<file path="src/rtl/assist_pkg.sv">
// Shared types and helpers for the motor-assist controller and the telemetry block.
//   assist_state_t : controller FSM state encoding, also exported on the state port
//   sat_clamp      : signed clamp of a value into [lo, hi]
package assist_pkg;

  typedef enum logic [1:0] {
    IDLE   = 2'd0,
    ASSIST = 2'd1,
    BRAKE  = 2'd2
  } assist_state_t;

  // Working width for saturation; wide enough for every target expression we build.
  localparam int SAT_W = 32;

  function automatic logic signed [SAT_W-1:0] sat_clamp(
    input logic signed [SAT_W-1:0] val,
    input logic signed [SAT_W-1:0] lo,
    input logic signed [SAT_W-1:0] hi
  );
    if (val < lo) return lo;
    if (val > hi) return hi;
    return val;
  endfunction

endpackage

</file>
<file path="src/rtl/assist_controller_cadence_monitor.sv">
// Pedalling detector for the crank cadence sensor.
//   clk, reset_n : system clock, async active-low reset
//   cadence      : asynchronous crank pulse input
//   clear        : forget previously seen edges (controller leaving ASSIST / holding BRAKE)
//   pedalling    : high while edges keep arriving within CAD_TIMEOUT clocks
module cadence_monitor #(
  parameter int CAD_TIMEOUT = 50_000_000
) (
  input  logic clk,
  input  logic reset_n,
  input  logic cadence,
  input  logic clear,
  output logic pedalling
);

  localparam int CW = $clog2(CAD_TIMEOUT + 1);
  localparam logic [CW-1:0] CNT_MAX = CW'(CAD_TIMEOUT);

  logic          cad_s1;
  logic          cad_s2;
  logic          cad_d;
  logic          seen;
  logic [CW-1:0] cnt;
  logic          cad_edge;

  assign cad_edge = cad_s2 & ~cad_d;

  always_ff @(posedge clk or negedge reset_n) begin
    if (!reset_n) begin
      cad_s1 <= 1'b0;
      cad_s2 <= 1'b0;
      cad_d  <= 1'b0;
      cnt    <= '0;
      seen   <= 1'b0;
    end else begin
      cad_s1 <= cadence;
      cad_s2 <= cad_s1;
      cad_d  <= cad_s2;
      if (cad_edge)
        cnt <= '0;
      else if (cnt != CNT_MAX)
        cnt <= cnt + CW'(1);
      // clear beats a coincident edge so that braking always wins
      if (clear)
        seen <= 1'b0;
      else if (cad_edge)
        seen <= 1'b1;
    end
  end

  assign pedalling = seen && (cnt < CNT_MAX);

endmodule

</file>
<file path="src/rtl/assist_controller.sv">
// Motor-assist controller: blends incline angle and heart-rate excess into a
// saturated, rate-limited PWM command, gated by pedalling and a brake cut-out.
//   clk, reset_n   : system clock, async active-low reset
//   enable         : assist enable, low forces IDLE
//   resolved_angle : signed incline angle
//   heart_rate     : measured heart rate (bpm)
//   heart_rate_cap : rider heart-rate cap (bpm)
//   cadence        : async crank pulse
//   brake          : async brake switch, 1 = braking
//   pwm_out        : signed motor command in [0, PWM_MAX]
//   pedalling      : cadence-alive flag
//   state          : FSM state
//
// state  | meaning
// IDLE   | no assist, pwm forced to 0, waiting for enable + fresh pedalling
// ASSIST | pwm tracks target: instant drop, slew-limited rise
// BRAKE  | brake held, pwm forced to 0, pedalling history discarded
module assist_controller
  import assist_pkg::*;
#(
  parameter int ANGLE_W     = 10,
  parameter int HR_W        = 8,
  parameter int PWM_W       = 10,
  parameter int PWM_MAX     = 511,
  parameter int HR_SHIFT    = 0,
  parameter int SLEW_STEP   = 4,
  parameter int SLEW_DIV    = 1024,
  parameter int CAD_TIMEOUT = 50_000_000
) (
  input  logic                      clk,
  input  logic                      reset_n,
  input  logic                      enable,
  input  logic signed [ANGLE_W-1:0] resolved_angle,
  input  logic        [HR_W-1:0]    heart_rate,
  input  logic        [HR_W-1:0]    heart_rate_cap,
  input  logic                      cadence,
  input  logic                      brake,
  output logic signed [PWM_W-1:0]   pwm_out,
  output logic                      pedalling,
  output assist_state_t             state
);

  localparam int TW = ANGLE_W + HR_W + HR_SHIFT + 2;
  localparam int SW = (SLEW_DIV > 1) ? $clog2(SLEW_DIV) : 1;

  logic                    brake_s1;
  logic                    brake_s;
  logic                    ped_clear;
  logic signed [TW-1:0]    angle_x;
  logic signed [TW-1:0]    hr_x;
  logic signed [TW-1:0]    cap_x;
  logic signed [TW-1:0]    diff;
  logic signed [TW-1:0]    excess;
  logic signed [TW-1:0]    sum;
  logic signed [PWM_W-1:0] target;
  logic signed [PWM_W:0]   bumped;
  logic signed [PWM_W-1:0] slew_up;
  logic [SW-1:0]           slew_cnt;
  logic                    slew_tick;

  always_ff @(posedge clk or negedge reset_n) begin
    if (!reset_n) begin
      brake_s1 <= 1'b0;
      brake_s  <= 1'b0;
    end else begin
      brake_s1 <= brake;
      brake_s  <= brake_s1;
    end
  end

  // Pedalling history is dropped on any exit from ASSIST and for the whole of
  // BRAKE, so only an edge seen after release can re-arm assist.
  assign ped_clear = (state == BRAKE) ||
                     ((state == ASSIST) && (brake_s || !enable || !pedalling));

  cadence_monitor #(
    .CAD_TIMEOUT (CAD_TIMEOUT)
  ) u_cadence_monitor (
    .clk       (clk),
    .reset_n   (reset_n),
    .cadence   (cadence),
    .clear     (ped_clear),
    .pedalling (pedalling)
  );

  assign angle_x = TW'(resolved_angle);
  assign hr_x    = $signed(TW'(heart_rate));
  assign cap_x   = $signed(TW'(heart_rate_cap));
  assign diff    = hr_x - cap_x;
  assign excess  = (diff > 0) ? (diff <<< HR_SHIFT) : '0;
  assign sum     = angle_x + excess;
  assign target  = PWM_W'(sat_clamp(SAT_W'(sum), '0, SAT_W'(PWM_MAX)));

  // One extra bit so pwm_out + SLEW_STEP cannot wrap before the min().
  assign bumped    = (PWM_W+1)'(pwm_out) + (PWM_W+1)'(SLEW_STEP);
  assign slew_up   = (bumped > (PWM_W+1)'(target)) ? target : PWM_W'(bumped);
  assign slew_tick = (slew_cnt == SW'(SLEW_DIV - 1));

  always_ff @(posedge clk or negedge reset_n) begin
    if (!reset_n) begin
      state    <= IDLE;
      pwm_out  <= '0;
      slew_cnt <= '0;
    end else begin
      case (state)
        IDLE: begin
          pwm_out  <= '0;
          slew_cnt <= '0;
          if (enable && pedalling && !brake_s)
            state <= ASSIST;
        end
        ASSIST: begin
          if (brake_s)
            state <= BRAKE;
          else if (!enable || !pedalling)
            state <= IDLE;
          slew_cnt <= slew_tick ? '0 : slew_cnt + SW'(1);
          if (target < pwm_out)
            pwm_out <= target;
          else if (slew_tick)
            pwm_out <= slew_up;
        end
        BRAKE: begin
          pwm_out  <= '0;
          slew_cnt <= '0;
          if (!brake_s)
            state <= IDLE;
        end
        default: begin
          state    <= IDLE;
          pwm_out  <= '0;
          slew_cnt <= '0;
        end
      endcase
    end
  end

endmodule

</file>
<file path="config.mk">
export PLATFORM = sky130hd
export DESIGN_NAME = assist_controller
export DESIGN_NICKNAME = d
export VERILOG_FILES = /design/src/rtl/assist_pkg.sv /design/src/rtl/assist_controller_cadence_monitor.sv /design/src/rtl/assist_controller.sv
export SDC_FILE = /design/constraint.sdc
export NUM_CORES = 1
export LEC_CHECK = 0
export CAP_MARGIN = 20
export CORE_MARGIN = 4
export CORE_UTILIZATION = 35
export DETAILED_ROUTE_END_ITERATION = 10
export MAX_ROUTING_LAYER = met4
export PLACE_DENSITY_LB_ADDON = 0.3
export SYNTH_ARGS = -nofsm -noshare
export SYNTH_HDL_FRONTEND = slang
export SYNTH_HIERARCHICAL = 1
export SYNTH_SLANG_ARGS = --single-unit
export TNS_END_PERCENT = 20
</file>
<file path="constraint.sdc">
create_clock -name clk -period 2.9 [get_ports clk]
set_input_delay 0.435 -clock clk [delete_from_list [all_inputs] [get_ports clk]]
set_output_delay 0.435 -clock clk [all_outputs]
set_load 0.01 [all_outputs]
</file>
==> results of run 1 <==
[where the power goes]
group | leakage, nW | switching, W | internal [W]
clock network | 0.0971 | 0.000252 | 0.000518
logic | 1.87 | 0.000654 | 0.000649
registers | 0.733 | 0.0000518 | 0.000803
[per-stage QoR]
stage | power [W] | instance area [µm²]
6_report | 0.002928 | 6150
5_1_grt | 0.003110 | 6150
4_1_cts | 0.002844 | 5982
3_5_place_dp | 0.001950 | 5559
3_3_place_gp | 0.001928 | 5559
2_1_floorplan | 0.001484 | 4436
[Yosys cell counts (2+ instances only)]
library cell,instances
a21oi_1,41
ha_1,44
nor3_1,8
o31ai_1,8
nand3_1,25
xnor2_1,20
a21o_1,6
nor2_1,49
a31oi_1,2
fa_1,2
and3_1,4
o311ai_1,2
clkbuf_1,5
nand2b_1,4
and4_1,4
o21ai_1,16
nand4b_1,2
nand2_1,22
o221ai_1,3
buf_2,7
nor4bb_1,2
nand4_2,2
and2_1,2
o21a_1,5
nand4_1,12
xor2_1,14
buf_4,2
o21bai_1,4
o221ai_2,4
nor4_1,4
a2bb2oi_1,2
or4_1,6
mux2i_1,2
o21ai_0,16
or3_1,12
conb_1,2
buf_6,2
inv_1,47
nor2b_1,5
dfrtp_1,54
[routing by layer]
| layer | track usage | part of all wire | vias up | routed length (µm) |
|---|---|---|---|---|
| li1 | - | - | 2064 | - |
| met1 | 0.2108 | 0.47 | 1984 | 5309 |
| met2 | 0.2617 | 0.48 | 108 | 5369 |
| met3 | 0.01979 | 0.038 | 16 | 430 |
| met4 | 0.03508 | 0.015 | 0 | 167 |
| met5 | - | 0 | - | 0 |
[registers in the layout, summed over array words and instances (netlist names)]
signal                    flops
u_cadence_monitor/seen        1
brake_s1                      1
u_cadence_monitor/cnt        26
state                         2
u_cadence_monitor/cad_d       1
slew_cnt                     10
pwm_out                      10
u_cadence_monitor/cad_s1      1
u_cadence_monitor/cad_s2      1
brake_s                       1
[layout make-up]
type,count,area [µm²]
clock buffer,6,138.9
clock inverter,2,60.06
fill,1116,5962
inverter,47,178.9
multi-input combinational,390,3126
sequential,54,1351
tap,168,210.2
timing repair buffer,132,1085
[critical path, delay by kind of cell]
| family | cells | cell delay, ps |
|---|---|---|
| compound gates | 13 | 2140 |
| fa+ha+maj | 5 | 1290 |
| simple gates | 5 | 970 |
| buf+inv | 4 | 340 |
| mux | 1 | 270 |
| xor+xnor | 1 | 210 |
[worst max-delay path by stage]
stage	slack, ps	from	endpoint	cells after the start
after floorplan	-2570	heart_rate[0]	pwm_out[8]	29
after global placement	-3280	heart_rate_cap[0]	pwm_out[8]	28
after detailed placement	-3400	heart_rate_cap[0]	pwm_out[8]	28
after CTS	-2680	heart_rate[0]	pwm_out[8]	28
after global routing	-2810	heart_rate[0]	pwm_out[5]	29
final	-2560	heart_rate[0]	pwm_out[5]	29
[cell families (layout without fill, tap and decap cells)]
logic type	count (synthesis)	in the layout	synth area share
XOR/XNOR	34	34	0.06800
adder cells (fa/ha/maj)	46	46	0.1349
flip-flops	54	54	0.3086
buffers and inverters	63	187	0.06114
AND/OR/NAND/NOR	174	174	0.2177
AO/OA/AOI/OAI	128	128	0.2009
multiplexers	3	3	0.007143
other	2	5	0.001715
[what timing repair did]
item | 4_1_cts | 5_1_grt
endpoints found under the setup margin | 10 | 10
hold buffers | 0 | 0
setup buffers | 7 | 4
gates resized for setup | 47 | 26
pin swaps | 27 | 34
==> results.yml, run 1 <==
run_status:
  status: "finished with violations"
  violations: "negative setup slack"
die:
  core_um2: 12110
  ios: 44
  die_w_um: 119.9
  initial_core_util: 0.3616
  die_area_um2: 14370
  die-height_um: 119.9
  fp-row-count: 40
yosys:
  synth_ff_type: "dfrtp_1"
  yosysSeqAreaShare: 0.3086
  synth.top_cell.area_share: 0.3086
  async_flop_share: 1.000
  synth_area_leader_cell: "dfrtp_1"
  ys.warnings.count: 6
  ys_seq_elements: 54
  synth_edf_count: 0
  postSynthAreaPerCell_um2: 8.689
  synthesis.area_um2: 4379
  synth_cell_types: 71
  synth_top_cells_by_area: "dfrtp_1 31%, ha_1 13%, a21oi_1 4.7%"
  netlist_instances: 504
layout:
  nets: 707
  areaGrowthSynthToFinish_pct: 40.43
  final_cell_mix: "88 x buf_4, 54 x dfrtp_1, 46 x nor2_1"
  drive_above_1_share: 0.2758
  final_common_cell: "buf_4"
  utilization: 0.5077
  diodes: 0
  fin_cells: 799
clock_network:
  cts-htree-levels: 2
  cts_tree: "done"
  clk_pin_slew_ps: 70
  cts_sinks: 54
  cts_inserted_buffers: 5
  cts-root-buf: "clkbuf_16"
  clkLatencyLatePin_ps: 280
  cts_buffer_depth: 2
route:
  detail-route-antenna-nets: 0
  avgViaCountPerCell: 5.222
  drc: 0
  routed_wl_um: 11280
  drtPass1Iterations: 4
  drtIter0Drc: 211
  vias: 4172
  wire_per_inst_um: 14.11
critical_path:
  required_ps: 3100
  end_kind: "flop"
  crit_fanout: 6
  slowest_stage: "or4_4"
  ff2ff_path_depth: 13
  r2r_end: "pwm_out[5]"
  regToRegSetupSlack_ps: -370
  critPathLaunchType: "input port"
  crit_type: "input port to flop"
  max_stage_delay_ps: 570
  timing.rr.start: "pwm_out[4]"
  cp_data_arrival_time_ps: 5660
pwr:
  ir_worst_vdd_uv: 356.6
  power.density_nw_per_um2: 476.1
  power.leakage_nw: 2.703
sta:
  fmax_ghz: 0.1832
  maxSlewViolCount: 0
  finalWorstSetupSlack_ps: -2559
  finClkSkew_ps: 6.136
  rsz0062_at_grt: "yes"
  period_share: 1.882
  setup_tns_ps: -24910
  finalCriticalPeriod_ps: 5459
  setup_viol: 10
  hold_viol: 0
  hold_ws_ps: 43.41
global_route:
  gr-total-overflow: 0
  antenna_found_initial: 0
  grt_start_max_net_pins: 28
  grt_pass1_vias: 4121
  grtUsageTotal: 0.1588
  grt_pass1_wl_um: 18730
place:
  placed_cells: 780
  io_buffers: 43
  hpwl_um: 8694
  gp_congestion: 0.9038
  dp_slack_ps: -3404
run:
  maxCapViolations: 0
worst_hold_path:
  hold_path_class: "input port to async pin"
No activity file was read; power rests on OpenSTA's default activity.
==> inputs of run 2 (changes only) <==
--- a/config.mk
+++ b/config.mk
@@ -9,6 +9,7 @@
 export CORE_MARGIN = 4
 export CORE_UTILIZATION = 35
 export DETAILED_ROUTE_END_ITERATION = 10
+export GPL_TIMING_DRIVEN = 0
 export MAX_ROUTING_LAYER = met4
 export PLACE_DENSITY_LB_ADDON = 0.3
 export SYNTH_ARGS = -nofsm -noshare
==> run 2 against run 1 <==
The flow still finishes with violations (negative setup slack). Global-route usage fell by 0.33 points. Final cell count is 5.9% lower. Utilization is 3.5 points lower. Sequential power up 1%. Clock power decreased by 11%. Non-clock buffer count shrank 47. Routed wire length down 3.6%. Clock skew decreased by 3.1 ps. Die area stayed put. First-iteration DRC count up 25%.
==> results.yml, run 2 (synthesized netlist as in run 1, its figures left out) <==
critical_path:
  critPathLaunchType: "input port"
  crit_buf_inv: 6
  required_ps: 3100
  max_stage_delay_ps: 500
  cp_data_arrival_time_ps: 5750
  end_kind: "flop"
  cpMostUsedCell: "a21oi_2"
  slowest_stage: "or4_4"
  path_delay_family: "compound AO/OA/AOI/OAI gates"
  crit_type: "input port to flop"
  crit_fanout: 6
clock_network:
  cts_buffer_depth: 2
  cts_tree: "done"
  cts-htree-levels: 2
  clkLatencyLatePin_ps: 290
  cts-root-buf: "clkbuf_16"
  clk_pin_slew_ps: 70
  postCtsHoldBufs: 0
  cts_sinks: 54
  cts_inserted_buffers: 5
layout:
  nets: 660
  top_register: "u_cadence_monitor/cnt"
  drive_above_1_share: 0.1986
  areaGrowthSynthToFinish_pct: 30.66
  diodes: 0
  largestRegisters: "u_cadence_monitor/cnt (26), pwm_out (10), slew_cnt (10)"
  n_fill_cell: 1184
  final_common_cell: "dfrtp_1"
  largest_reg_flops: 26
  final_cell_mix: "54 x dfrtp_1, 47 x nor2_1, 42 x inv_1"
pwr:
  power.density_nw_per_um2: 464.8
  ir_worst_vdd_uv: 272.2
  power.leakage_nw: 2.437
sta:
  finClkSkew_ps: 3.008
  setup_tns_ps: -26090
  fmax_ghz: 0.1803
  max_slew.worst_pin.slew_ps: 530.0
  finalWorstSetupSlack_ps: -2647
  rsz0062_at_grt: "yes"
  setup_viol: 10
  period_share: 1.913
  maxSlewViolCount: 0
  hold_viol: 0
  slew_headroom: 0.6440
  finalCriticalPeriod_ps: 5547
route:
  wire_per_inst_um: 14.46
  drtPass1Iterations: 5
  vias: 3988
  drtIter0Drc: 264
  avgViaCountPerCell: 5.303
  routed_wl_um: 10870
  drc: 0
  detail-route-antenna-nets: 0
run_status:
  violations: "negative setup slack"
  status: "finished with violations"
place:
  hpwl_um: 7891
  dp_slack_ps: -3984
  gp_congestion: 0.9109
  io_buffers: 43
global_route:
  grt_start_max_net_pins: 40
  antenna_found_initial: 0
  grt_pass1_wl_um: 18170
  gr-total-overflow: 0
  grt_pass1_vias: 3907
  grtUsageTotal: 0.1555
run:
  maxCapViolations: 0
die:
  die_area_um2: 14370
  core_um2: 12110
  die_w_um: 119.9
  initial_core_util: 0.3616
  die-height_um: 119.9
  fp-row-count: 40
  ios: 44
worst_hold_path:
  hold_path_class: "input port to async pin"
[run 2: changes by cell type in the layout (fill, tap and decap cells not counted), sizes merged]
cell,before,now
bufinv,2,1
buf,92,40
clkdlybuf4s15,0,1
clkinv,0,1
clkbuf,7,10
inv,47,48
[run 2: cell type report]
type | count | area [µm²] | share of cell area
plain buffers | 15 | 98.84 | 0.01728
clock buffers | 5 | 125.1 | 0.02187
clock inverters | 3 | 43.79 | 0.007654
inverters | 47 | 178.9 | 0.03127
multi-input cells | 390 | 3065 | 0.5358
flip-flops and latches | 54 | 1351 | 0.2362
well taps | 168 | 210.2 | 0.03674
repair buffers | 70 | 648.1 | 0.1133
[run 2: layer usage]
metal | up-vias | track usage | part of all wire
li1 | 1971 | - | -
met2 | 83 | 0.2504 | 0.46
met1 | 1922 | 0.2110 | 0.49
met5 | - | - | 0
met3 | 12 | 0.01461 | 0.029
met4 | 0 | 0.04223 | 0.013
[run 2: repair_timing]
item | 4_1_cts | 5_1_grt
gates resized for setup | 64 | 11
endpoints found under the setup margin | 10 | 10
gates cloned | 1 | 0
buffers inserted | 25 | 0
pin swaps | 33 | 3
[run 2: worst paths after layout]
check                              startpoint                       to  slack [ps]  depth (start not counted)
worst max-delay path            heart_rate[0]               pwm_out[8]       -2650                         30
worst min-delay path                  reset_n  u_cadence_monitor/cad_d          70                          1
worst max register to register     pwm_out[2]               pwm_out[8]        -570                         12
worst min register to register       brake_s1                  brake_s         350                          0
max in group asynchronous             reset_n               pwm_out[9]        2290                          2
min in group clk                     brake_s1                  brake_s         350                          0
[run 2: through the flow]
stage / area, µm² / utilization / total power [W] / hold slack, ps / cells
after floorplan: 4436 / - / 0.001484 / 139.4 / 507
after global placement: 5076 / 0.4191 / 0.001744 / 339.1 / 718
after detailed placement: 5091 / 0.4204 / 0.001765 / 339.6 / 719
after CTS: 5687 / 0.4695 / 0.002643 / 78.67 / 752
after global routing: 5722 / 0.4724 / 0.002833 / 94.99 / 752
final: 5722 / 0.4724 / 0.002659 / 66.11 / 752
[run 2: report_power, final]
part	internal (W)	switching, W
registers	0.000803	0.0000622
logic	0.000521	0.000585
clock network	0.000409	0.000279
total	0.00173	0.000925
==> inputs of run 3 (changes only) <==
--- a/config.mk
+++ b/config.mk
@@ -6,7 +6,6 @@
 export NUM_CORES = 1
 export LEC_CHECK = 0
 export CAP_MARGIN = 20
-export CORE_MARGIN = 4
 export CORE_UTILIZATION = 35
 export DETAILED_ROUTE_END_ITERATION = 10
 export GPL_TIMING_DRIVEN = 0
==> run 3 against run 2 <==
The flow still finishes with violations (negative setup slack). Fmax decreased by 2.1%. Sequential cell count did not move. Sequential power hardly changed. Global-route usage is 3.0 points higher. Final cell count rose by 2.1%. Via count is 1.6% higher. Worst setup slack got worse by 120 ps. Hold slack improved by 45 ps. Combinational power grew 11%. Critical path depth stayed put. Routed wire length is 6.1% higher. First-iteration DRC count grew 13%. Highest routed layer unchanged.
==> results.yml, run 3 (synthesized netlist as in run 1, its figures left out) <==
critical_path:
  cpMostUsedCell: "buf_4"
  crit_fanout: 6
  path_delay_family: "buffers and inverters"
  required_ps: 3120
  crit_type: "input port to flop"
  end_kind: "flop"
  critPathLaunchType: "input port"
  cp_data_arrival_time_ps: 5880
  max_stage_delay_ps: 570
  regToRegSetupSlack_ps: -680
  crit_buf_inv: 12
  slowest_stage: "or4_4"
global_route:
  grt_start_max_net_pins: 35
  grtUsageMet1: 0.2393
  top_usage_layer: "met2"
  antenna_found_initial: 0
  grtUsageTotal: 0.1856
  gr-total-overflow: 0
  met2_usage: 0.3098
  grt_use_met3: 0.02763
  grt_pass1_wl_um: 18870
  grt_pass1_vias: 3984
clock_network:
  cts_inserted_buffers: 5
  postCtsHoldBufs: 0
  cts_tree: "done"
  clkLatencyLatePin_ps: 300
  cts_buffer_depth: 2
  cts_sinks: 54
  clk_pin_slew_ps: 70
  cts-htree-levels: 2
  cts-root-buf: "clkbuf_16"
die:
  ios: 44
  die_w_um: 113.9
  initial_core_util: 0.3616
  fp-row-count: 40
  die_area_um2: 12960
  die-height_um: 113.9
  core_um2: 12110
layout:
  final_cell_area_um2: 5967
  largest_reg_flops: 26
  drive_above_1_share: 0.2383
  final_cell_mix: "54 x dfrtp_1, 46 x nor2_1, 42 x inv_1"
  nets: 676
  final_common_cell: "dfrtp_1"
  largestRegisters: "u_cadence_monitor/cnt (26), pwm_out (10), slew_cnt (10)"
  areaGrowthSynthToFinish_pct: 36.26
  diodes: 0
  top_register: "u_cadence_monitor/cnt"
  utilization: 0.4927
  n_fill_cell: 1137
pwr:
  intPower_w: 0.001710
  switching_share: 0.3680
  p_switching_w: 0.0009955
  power.density_nw_per_um2: 453.4
  sequentialPowerShare: 0.320
  power_w: 0.002705
  ir_worst_vdd_uv: 260.0
  pwr-share-comb: 0.455
  power.leakage_nw: 2.538
  clkPwrFrac: 0.225
route:
  wire_per_inst_um: 15.02
  drc: 0
  drtIter0Drc: 297
  drtPass1Iterations: 4
  routed_wl_um: 11530
  avgViaCountPerCell: 5.273
  vias: 4050
  detail-route-antenna-nets: 0
run_status:
  status: "finished with violations"
  violations: "negative setup slack"
sta:
  fmax_ghz: 0.1764
  setup_tns_ps: -27190
  slew_headroom: 0.6069
  finalWorstSetupSlack_ps: -2768
  setup_viol: 10
  maxSlewViolCount: 0
  rsz0062_at_grt: "yes"
  finalCriticalPeriod_ps: 5668
  hold_viol: 0
  finClkSkew_ps: 4.829
  period_share: 1.955
  max_slew.worst_pin.slew_ps: 585.1
place:
  io_buffers: 43
  dp_slack_ps: -3941
  gp_congestion: 0.8273
  place_area_um2: 5091
  hpwl_um: 7736
run:
  maxCapViolations: 0
worst_hold_path:
  hold_path_class: "input port to async pin"
-- run 3: changes by cell type in the layout (fill, tap and decap cells not counted), sizes merged --
cell,before,now
inv,48,47
buf,40,57
bufinv,1,0
clkinv,1,2
-- run 3: through the flow --
stage / hold slack, ps / instances
after floorplan: 139.4 / 507
after global placement: 331.6 / 718
after global routing: 149.7 / 768
after detailed placement: 336.3 / 719
final: 111.6 / 768
after CTS: 133.8 / 759
-- run 3: final timing paths --
| kind | start | end | cells past startpoint |
|---|---|---|---|
| min in group clk | u_cadence_monitor/cad_s1 | u_cadence_monitor/cad_s2 | 0 |
| setup reg to reg | pwm_out[4] | pwm_out[8] | 13 |
| hold / removal | reset_n | u_cadence_monitor/cnt[6] | 1 |
| max in group asynchronous | reset_n | slew_cnt[6] | 2 |
| hold reg to reg | u_cadence_monitor/cad_s1 | u_cadence_monitor/cad_s2 | 0 |
| setup / recovery | heart_rate_cap[3] | pwm_out[8] | 30 |
-- run 3: what timing repair did --
action                     4_1_cts  5_1_grt
gates resized for setup         68       25
buffers inserted                33       10
cloned                           1        0
pin swaps                       30       28
setup endpoints to repair       10       10
-- run 3: worst reg2reg max path, cell delays in order, from the launching register on --
cell and delay (ps):
dfrtp_1 510, inv_1 130, nor3_1 320, nand3_1 260, nor3_1 270, xnor2_1 180, ha_1 310, nand3_4 130
nor4_4 60, mux2_4 280, a41oi_4 210, nor2_2 70, or4_4 570, o221ai_2 200
-- run 3: routing by layer --
metal  vias to the layer above  share of wire
li1                       2011              -
met1                      1961           0.47
met2                        66           0.49
met3                        12          0.026
met4                         0          0.014
met5                         -              0
-- run 3: final cells by class --
class	instances	area, µm²	share of cell area
Buffer	14	95.09	0.01594
Clock buffer	6	128.9	0.02160
Clock inverter	2	13.76	0.002307
Inverter	47	178.9	0.02999
Multi-Input combinational cell	390	3199	0.5362
Sequential cell	54	1351	0.2265
Tap cell	168	210.2	0.03523
Timing Repair Buffer	87	789.5	0.1323
-- run 3: power groups by stage --
stage / registers, W / logic (W) / clock network (W)
floorplan: 0.000868 / 0.000616 / 0
global placement: 0.000875 / 0.000868 / 0
detailed placement: 0.000877 / 0.000886 / 0
CTS: 0.000864 / 0.00113 / 0.000626
global route: 0.000873 / 0.00134 / 0.000651
finish: 0.000865 / 0.00123 / 0.000610
